## src/rtl/usb_decoder_if.sv

```systemverilog
// Receive-side bundle for the USB decoder: strobe and line inputs, byte/status outputs.
// dbg_state mirrors the decoder FSM so checkers can bind to it.
interface usb_decoder_if;
    logic       clk12;
    logic       dplus_in;
    logic       dminus_in;
    logic [7:0] rx_data;
    logic       rx_valid;
    logic       rx_active;
    logic       eop_detected;
    logic       rx_error;
    logic [1:0] dbg_state;

    // Handshake: no ready. The decoder samples the line only on clk edges with clk12=1;
    // rx_valid, eop_detected and rx_error are single-clk pulses the consumer must take as they come.
    modport master (
        output clk12, dplus_in, dminus_in,
        input  rx_data, rx_valid, rx_active, eop_detected, rx_error, dbg_state
    );

    modport slave (
        input  clk12, dplus_in, dminus_in,
        output rx_data, rx_valid, rx_active, eop_detected, rx_error, dbg_state
    );
endinterface

```

## src/rtl/usb_decoder.sv

```systemverilog
// USB full-speed receive path: NRZI decode, SYNC hunt, bit unstuffing, byte assembly
// and EOP checking. All outputs are registered.
module usb_decoder (
    input logic          clk,
    input logic          rst,
    usb_decoder_if.slave bus
);
    localparam logic [1:0] S_IDLE  = 2'd0;
    localparam logic [1:0] S_RECV  = 2'd1;
    localparam logic [1:0] S_EOP   = 2'd2;
    localparam logic [1:0] S_ERROR = 2'd3;

    logic [1:0] state, state_d;
    logic       prev_dp, prev_dp_d;
    logic [7:0] sync_sr, sync_sr_d;
    logic [7:0] data_sr, data_sr_d;
    logic [2:0] bit_cnt, bit_cnt_d;
    logic [2:0] ones_cnt, ones_cnt_d;
    logic [1:0] se0_cnt, se0_cnt_d;
    logic [2:0] j_cnt, j_cnt_d;
    logic [7:0] rx_data_q, rx_data_d;
    logic       rx_valid_q, rx_valid_d;
    logic       eop_q, eop_d;
    logic       err_q, err_d;
    logic       active_q, active_d;

    logic       se0, line_j, dbit;
    logic [7:0] sync_shift, data_shift;

    // (1,1) is illegal on the bus and is folded into SE0.
    assign se0        = (bus.dplus_in == bus.dminus_in);
    assign line_j     = bus.dplus_in & ~bus.dminus_in;
    assign dbit       = (bus.dplus_in == prev_dp);
    assign sync_shift = {dbit, sync_sr[7:1]};
    assign data_shift = {dbit, data_sr[7:1]};

    always_comb begin
        state_d    = state;
        prev_dp_d  = prev_dp;
        sync_sr_d  = sync_sr;
        data_sr_d  = data_sr;
        bit_cnt_d  = bit_cnt;
        ones_cnt_d = ones_cnt;
        se0_cnt_d  = se0_cnt;
        j_cnt_d    = j_cnt;
        rx_data_d  = rx_data_q;
        rx_valid_d = 1'b0;
        eop_d      = 1'b0;
        err_d      = 1'b0;

        if (bus.clk12) begin
            if (!se0) prev_dp_d = bus.dplus_in;
            case (state)
                S_IDLE: begin
                    if (!se0) begin
                        sync_sr_d = sync_shift;
                        if (sync_shift == 8'h80) begin
                            state_d    = S_RECV;
                            bit_cnt_d  = 3'd0;
                            ones_cnt_d = 3'd1;
                        end
                    end
                end
                S_RECV: begin
                    if (se0) begin
                        state_d   = S_EOP;
                        se0_cnt_d = 2'd1;
                        bit_cnt_d = 3'd0;
                        if (bit_cnt != 3'd0) err_d = 1'b1;
                    end else if (ones_cnt == 3'd6) begin
                        // Six ones in a row: this sample must be a stuffed zero.
                        if (dbit) begin
                            err_d   = 1'b1;
                            state_d = S_ERROR;
                            j_cnt_d = 3'd0;
                        end else begin
                            ones_cnt_d = 3'd0;
                        end
                    end else begin
                        data_sr_d  = data_shift;
                        bit_cnt_d  = bit_cnt + 3'd1;
                        ones_cnt_d = dbit ? ones_cnt + 3'd1 : 3'd0;
                        if (bit_cnt == 3'd7) begin
                            rx_data_d  = data_shift;
                            rx_valid_d = 1'b1;
                        end
                    end
                end
                S_EOP: begin
                    if (se0) begin
                        if (se0_cnt != 2'd3) se0_cnt_d = se0_cnt + 2'd1;
                    end else if (line_j) begin
                        state_d = S_IDLE;
                        if (se0_cnt >= 2'd2) begin
                            eop_d     = 1'b1;
                            prev_dp_d = 1'b1;
                            sync_sr_d = 8'hFF;
                        end else begin
                            err_d = 1'b1;
                        end
                    end else begin
                        err_d   = 1'b1;
                        state_d = S_ERROR;
                        j_cnt_d = 3'd0;
                    end
                end
                default: begin
                    if (line_j) begin
                        if (j_cnt == 3'd7) begin
                            state_d   = S_IDLE;
                            prev_dp_d = 1'b1;
                            sync_sr_d = 8'hFF;
                            j_cnt_d   = 3'd0;
                        end else begin
                            j_cnt_d = j_cnt + 3'd1;
                        end
                    end else begin
                        j_cnt_d = 3'd0;
                    end
                end
            endcase
        end
        active_d = (state_d == S_RECV) || (state_d == S_EOP);
    end

    always_ff @(posedge clk) begin
        if (rst) begin
            state      <= S_IDLE;
            prev_dp    <= 1'b1;
            sync_sr    <= 8'hFF;
            data_sr    <= 8'h00;
            bit_cnt    <= 3'd0;
            ones_cnt   <= 3'd0;
            se0_cnt    <= 2'd0;
            j_cnt      <= 3'd0;
            rx_data_q  <= 8'h00;
            rx_valid_q <= 1'b0;
            eop_q      <= 1'b0;
            err_q      <= 1'b0;
            active_q   <= 1'b0;
        end else begin
            state      <= state_d;
            prev_dp    <= prev_dp_d;
            sync_sr    <= sync_sr_d;
            data_sr    <= data_sr_d;
            bit_cnt    <= bit_cnt_d;
            ones_cnt   <= ones_cnt_d;
            se0_cnt    <= se0_cnt_d;
            j_cnt      <= j_cnt_d;
            rx_data_q  <= rx_data_d;
            rx_valid_q <= rx_valid_d;
            eop_q      <= eop_d;
            err_q      <= err_d;
            active_q   <= active_d;
        end
    end

    assign bus.rx_data      = rx_data_q;
    assign bus.rx_valid     = rx_valid_q;
    assign bus.rx_active    = active_q;
    assign bus.eop_detected = eop_q;
    assign bus.rx_error     = err_q;
    assign bus.dbg_state    = state;
endmodule
```

## src/flat_wrapper.sv

```systemverilog
// flat-port wrapper written by rule: the top's interface ports become plain ports
module usb_decoder_flat 
  (clk, rst, bus_clk12, bus_dplus_in, bus_dminus_in, bus_rx_data, bus_rx_valid, bus_rx_active, bus_eop_detected, bus_rx_error, bus_dbg_state);
  usb_decoder_if bus_i ();
  input logic clk;
  input logic rst;
  input wire logic [$bits(bus_i.clk12)-1:0] bus_clk12;
  input wire logic [$bits(bus_i.dplus_in)-1:0] bus_dplus_in;
  input wire logic [$bits(bus_i.dminus_in)-1:0] bus_dminus_in;
  output wire logic [$bits(bus_i.rx_data)-1:0] bus_rx_data;
  output wire logic [$bits(bus_i.rx_valid)-1:0] bus_rx_valid;
  output wire logic [$bits(bus_i.rx_active)-1:0] bus_rx_active;
  output wire logic [$bits(bus_i.eop_detected)-1:0] bus_eop_detected;
  output wire logic [$bits(bus_i.rx_error)-1:0] bus_rx_error;
  output wire logic [$bits(bus_i.dbg_state)-1:0] bus_dbg_state;
  assign bus_i.clk12 = bus_clk12;
  assign bus_i.dplus_in = bus_dplus_in;
  assign bus_i.dminus_in = bus_dminus_in;
  assign bus_rx_data = bus_i.rx_data;
  assign bus_rx_valid = bus_i.rx_valid;
  assign bus_rx_active = bus_i.rx_active;
  assign bus_eop_detected = bus_i.eop_detected;
  assign bus_rx_error = bus_i.rx_error;
  assign bus_dbg_state = bus_i.dbg_state;
  usb_decoder u_core (.clk(clk), .rst(rst), .bus(bus_i));
endmodule
```

## config.mk

```make
export PLATFORM = sky130hd
export DESIGN_NAME = usb_decoder_flat
export DESIGN_NICKNAME = d
export VERILOG_FILES = /design/src/rtl/usb_decoder_if.sv /design/src/rtl/usb_decoder.sv /design/src/flat_wrapper.sv
export SDC_FILE = /design/constraint.sdc
export NUM_CORES = 1
export LEC_CHECK = 0
export ABC_AREA = 1
export CAP_MARGIN = 0
export CELL_PAD_IN_SITES_DETAIL_PLACEMENT = 0
export CELL_PAD_IN_SITES_GLOBAL_PLACEMENT = 1
export CORE_ASPECT_RATIO = 1.5
export CORE_MARGIN = 5
export CORE_UTILIZATION = 40
export CTS_BUF_LIST = sky130_fd_sc_hd__clkbuf_4
export CTS_CLUSTER_DIAMETER = 120
export CTS_CLUSTER_SIZE = 8
export DETAILED_ROUTE_END_ITERATION = 10
export PLACE_DENSITY_LB_ADDON = 0.12
export RECOVER_POWER = 25
export SYNTH_ARGS = -nofsm -noshare
export SYNTH_HDL_FRONTEND = slang
export SYNTH_SLANG_ARGS = --single-unit
```

## constraint.sdc

```tcl
create_clock -name clk -period 2.3 [get_ports clk]
set_input_delay 0.46 -clock clk [delete_from_list [all_inputs] [get_ports clk]]
set_output_delay 0.46 -clock clk [all_outputs]
set_load 0.01 [all_outputs]
```

Word-level counts from Yosys, hierarchy flattened
Cells that the tools add are included.
{"block": "op_classes", "n_reduce_logical": 18, "bitwise": 9, "magnitude_cmp": 1, "addsub": 4, "n_eq_ne": 25, "muxes": 59}
{"operator": "$mux W3", "n": 17}
{"operator": "$mux W8", "n": 6}
{"operator": "$mux W2", "n": 13}
{"operator": "$pmux W8 S3", "n": 1}
{"operator": "$ne A2 B1 Y1 const B", "n": 8}
{"operator": "$mux W1", "n": 15}
{"operator": "$reduce_and A5 Y1", "n": 3}
{"operator": "$pmux W3 S2", "n": 2}
{"operator": "$ne A2 B2 Y1 const B", "n": 5}
{"operator": "$reduce_or A5 Y1", "n": 2}
{"operator": "$add A3 B1 Y3 const B", "n": 3}
{"operator": "$eq A3 B3 Y1 const B", "n": 3}
{"operator": "$pmux W3 S3", "n": 1}
{"operator": "$eq A8 B8 Y1 const B", "n": 1}
{"operator": "$not A1 Y1", "n": 8}
{"operator": "$reduce_and A8 Y1", "n": 1}
{"operator": "$reduce_and A7 Y1", "n": 1}
{"operator": "$pmux W2 S3", "n": 1}
{"operator": "$reduce_and A6 Y1", "n": 1}
{"operator": "$reduce_bool A2 Y1", "n": 3}
{"operator": "$reduce_bool A3 Y1", "n": 2}
{"operator": "$eq A2 B1 Y1 const B", "n": 2}
{"operator": "$eq A2 B2 Y1 const B", "n": 2}
{"operator": "$pmux W1 S2", "n": 2}
{"operator": "11 further kinds", "n": 13}
{"block": "word_totals", "out_inout_bits": 14, "input_bits": 5, "word_cells": 129, "ff_bits": 42}

Logic depth before layout (Yosys ltp)
{"block": "depth", "depth_word": 8, "mapped_depth": 14, "ltp_nobuf": 14}

Worst setup path after synthesis
Ideal clock, no wire load.
{"block": "synth_path", "path_type": "input to register", "startpoint": "input port bus_dminus_in", "endpoint": "register u_core.bit_cnt[0]", "path_buffers": 0, "stages": 10, "arrival_ns": 1.689, "slack_ns": 0.494, "t_required_ns": 2.183, "setup_ns": 0.117, "path_cell_list": "inv_1 -> ha_1 -> inv_2 -> o21ai_0 -> nor2_1 -> nand2_1 -> nor2_1 -> inv_1 -> a21oi_1 -> nor2_1"}
{"block": "synth_via", "elab_chain_len": 3, "elab_cells_between_ends": 6, "classes_between": "eq/ne: 3; mux: 2; reduce/logical: 1"}
{"item": "start, declared", "line": "flat_wrapper.sv:9", "text": "input wire logic [$bits(bus_i.dminus_in)-1:0] bus_dminus_in;"}
{"item": "$eq A1 B1 Y1 *", "line": "usb_decoder.sv:31", "text": "assign se0 = (bus.dplus_in == bus.dminus_in);"}
{"item": "$ne A3 B2 Y1 (no source line), or another cell as far along"}
{"item": "$reduce_and A5 Y1 (no source line) or $pmux W3 S2 (tied branches)"}
{"item": "end signal, assigned", "line": "usb_decoder.sv:146", "text": "bit_cnt <= bit_cnt_d;"}
{"item": "end, declared", "line": "usb_decoder.sv:17", "text": "logic [2:0] bit_cnt, bit_cnt_d;"}
Every way passes the cells marked *; elsewhere a longest branch is shown, timed or not.
A chain may end at the register's enable or synchronous reset.

Worst setup path in the final report
{"block": "layout_path", "startpoint": "input port bus_dminus_in", "endpoint": "register u_core.sync_sr[4]"}
{"block": "layout_via", "elab_chain_len": 4, "elab_cells_between_ends": 8, "classes_between": "eq/ne: 4; bitwise: 2; reduce/logical: 2"}
{"item": "$not A1 Y1", "line": "usb_decoder.sv:32", "text": "assign line_j = bus.dplus_in & ~bus.dminus_in;"}
{"item": "$and A1 B1 Y1", "line": "usb_decoder.sv:32"}
{"item": "$ne A2 B1 Y1 (no source line) or $reduce_bool A2 Y1 (tied branches)"}
{"item": "$reduce_and A8 Y1 (no source line) *"}
{"item": "end signal, assigned", "line": "usb_decoder.sv:144", "text": "sync_sr <= sync_sr_d;"}
{"item": "end, declared", "line": "usb_decoder.sv:15", "text": "logic [7:0] sync_sr, sync_sr_d;"}
Marks and branches as above.

==> metrics <==
run status=completed; Final Critical Period=2.08 ns; final cycle utilization of the critical path=90.5%; GRT Total Usage=15.8%; Mean Syn Cell Area=7.48 um2; Tightest Hold Check Type=flop to flop; synthesized cell area=2070 um2; Die H=98.1 um; synthesized net count=297; area of the core=5080 um2; Avg WL per Cell=12.3 um; Post-synth EDFFs=0; worst slack, placed=-0.143 ns; Max VDD drop=0.000293 V; Worst setup SP type=input port; fill count=521; worst slew pin tran=0.394 ns; most common cell in the netlist=nand2_1; Residual DRC=0; Required @ worst endpoint=2.58 ns; met3 GRT Util=3.11%; M2 GR Usage=27.7%; ys async rst share=0%; Syn-to-layout area delta=23.1%; Max clock buf depth=2; max-capacitance violation count=0; vias per cell=4.76; First DRT Iteration DRCs=60; Clock Skew=0.0147 ns; CTS tree=done; # port buffers=18; sw power=0.000322 W; CP Data Arrival Time=2.36 ns; CTS root buf=clkbuf_4; Die Width=68.8 um; RD Place Congestion=0.846; unrepaired setup endpoints after global routing=false; share of cells above drive strength 1=15.0%; Gate power share=8.2%; GR peak layer=met2; Clock power frac=37.0%; sequential share of power=54.8%; Routed Antenna Nets=0; Syn. warnings=0; Fin. Hold Viols=0; Rows=32; Netlist cell types=32; Clk Latency, worst-skew pair=0.36 ns; largest net degree at the start of global routing=22; final WL=4.75 mm; Synth top area share=38.6%; post-detail-place hpwl=3.76 mm; Synth top cells by count=nand2_1, dfxtp_1, inv_1; switch share=24.7%; met1 Usage GRT=18.0%; CTS Sinks=40; Max-slew headroom=73.7%; postcts setup bufs=0; total power density per cell area=511 nW/um2; Nets=338; #FFs+latches synth=40; Int Pwr=0.000982 W; Worst-path clk slew=0.12 ns; area of the multi-input gates=1090 um2; Synth area leaders=dfxtp_1, nand2_1, ha_1, a21oi_1, inv_1; Finished Layout Cells=387; antenna cell count=0; hold_buf cts=0; DRT Pass-1 Iters=4; FF+latch area=801 um2; Synth Flop Type=dfxtp_1; # IOs=19; CTS Buf Count=5; Initial Util=40.7%; FMAX=480 MHz; vias=1841; register area share after synthesis=38.6%; post-synth top area cell=dfxtp_1; Max Fanout on Critical Path=8; endpoint class of the critical path=flop; Cells after Synth=277; first-pass GRT wire length=8.15 mm; setup violators final=0; vias in the first global route=1796; Cell Area, Placed=2470 um2; fin worst setup slack=0.217 ns; Pins Over Slew Limit=0; total gr overflow=0; post-CTS resize count=0; Die ar.=6750 um2; initial antenna violation count=0; worst setup path class=input port to flop; Pleak=1.20 nW; H-tree depth=2; Final Cell Area=2550 um2; placed insts=379
[stage by stage]
step	power (W)	setup TNS (ns)	hold slack (ns)	util, %
after floorplan	0.000792	0	0.430	-
after global placement	0.000838	-1.38	0.458	48.5
after detailed placement	0.000838	-1.97	0.458	48.5
after CTS	0.00133	0	0.484	50.1
after global routing	0.00137	0	0.509	50.1
final	0.00130	0	0.479	50.1
[final cells by class]
cell class | instances | share of cell area, %
clock inverter | 3 | 1.82
timing repair buffer | 39 | 13.2
sequential | 40 | 31.4
inverter | 40 | 6.08
clock buffer | 5 | 1.47
tap | 68 | 3.34
multi-input combinational | 192 | 42.6
[critical path: stages]
cell,delay (ns)
clkdlybuf4s50_1,0.48
inv_1,0.05
ha_1,0.36
inv_2,0.12
o21ai_0,0.12
nor3_1,0.20
nand3_2,0.18
inv_1,0.20
o21ai_0,0.11
o211ai_1,0.08
[metal layers]
| layer | wire length [um] | vias up |
|---|---|---|
| li1 | - | 994 |
| met1 | 1960 | 812 |
| met2 | 2550 | 26 |
| met3 | 127 | 9 |
| met4 | 106 | 0 |
| met5 | 0 | - |
[cell usage in the layout (no fill, tap or decap), types with 4 or more instances in the layout]
cell type	synthesis	routed
a211oi_1	4	4
a21oi_1	27	27
buf_4	0	21
clkbuf_4	0	5
clkdlybuf4s50_1	0	6
dfxtp_1	40	40
dlygate4sd3_1	0	12
ha_1	15	15
inv_1	34	34
inv_2	4	4
nand2_1	52	52
nand3_1	17	17
nor2_1	24	24
nor3_1	5	5
o21ai_0	25	25
o21ai_2	5	5
[sequential cells by signal, indices dropped and copies added (netlist names)]
signal / count
u_core.bus.rx_data: 8
u_core.data_sr: 7
u_core.sync_sr: 7
u_core.bit_cnt: 3
u_core.j_cnt: 3
u_core.ones_cnt: 3
u_core.bus.dbg_state: 2
u_core.se0_cnt: 2
u_core.bus.eop_detected: 1
u_core.bus.rx_active: 1
u_core.bus.rx_error: 1
u_core.bus.rx_valid: 1
u_core.prev_dp: 1
[cells by family (layout without fill, tap and decap cells)]
| family | after synthesis | count (layout) | share of synthesized area (%) |
|---|---|---|---|
| xor gates and xnor gates | 2 | 2 | 1.21 |
| DFF | 40 | 40 | 38.6 |
| AOI/OAI and AO/OA | 68 | 68 | 18.6 |
| buffers and inverters | 45 | 87 | 8.88 |
| and+or+nand+nor | 107 | 107 | 23.6 |
| adders and majority gates | 15 | 15 | 9.06 |
[worst paths after layout]
kind                                start               endpoint  slack, ns  depth (start not counted)
setup / recovery            bus_dminus_in      u_core.sync_sr[4]       0.22                         10
hold / removal      u_core.bus.rx_data[7]  u_core.bus.rx_data[7]       0.48                          2
setup reg to reg  u_core.bus.dbg_state[1]        u_core.j_cnt[2]       0.31                          9
hold reg to reg     u_core.bus.rx_data[7]  u_core.bus.rx_data[7]       0.48                          2
[power by group through the flow]
| stage | sequential, W | clock, W | combinational [W] |
|---|---|---|---|
| finish | 0.000715 | 0.000482 | 0.000107 |
| global route | 0.000717 | 0.000537 | 0.000121 |
| CTS | 0.000715 | 0.000506 | 0.000108 |
| detailed placement | 0.000731 | 0 | 0.000107 |
| global placement | 0.000731 | 0 | 0.000107 |
| floorplan | 0.000728 | 0 | 0.0000640 |
(Power assumes the default switching activity.)
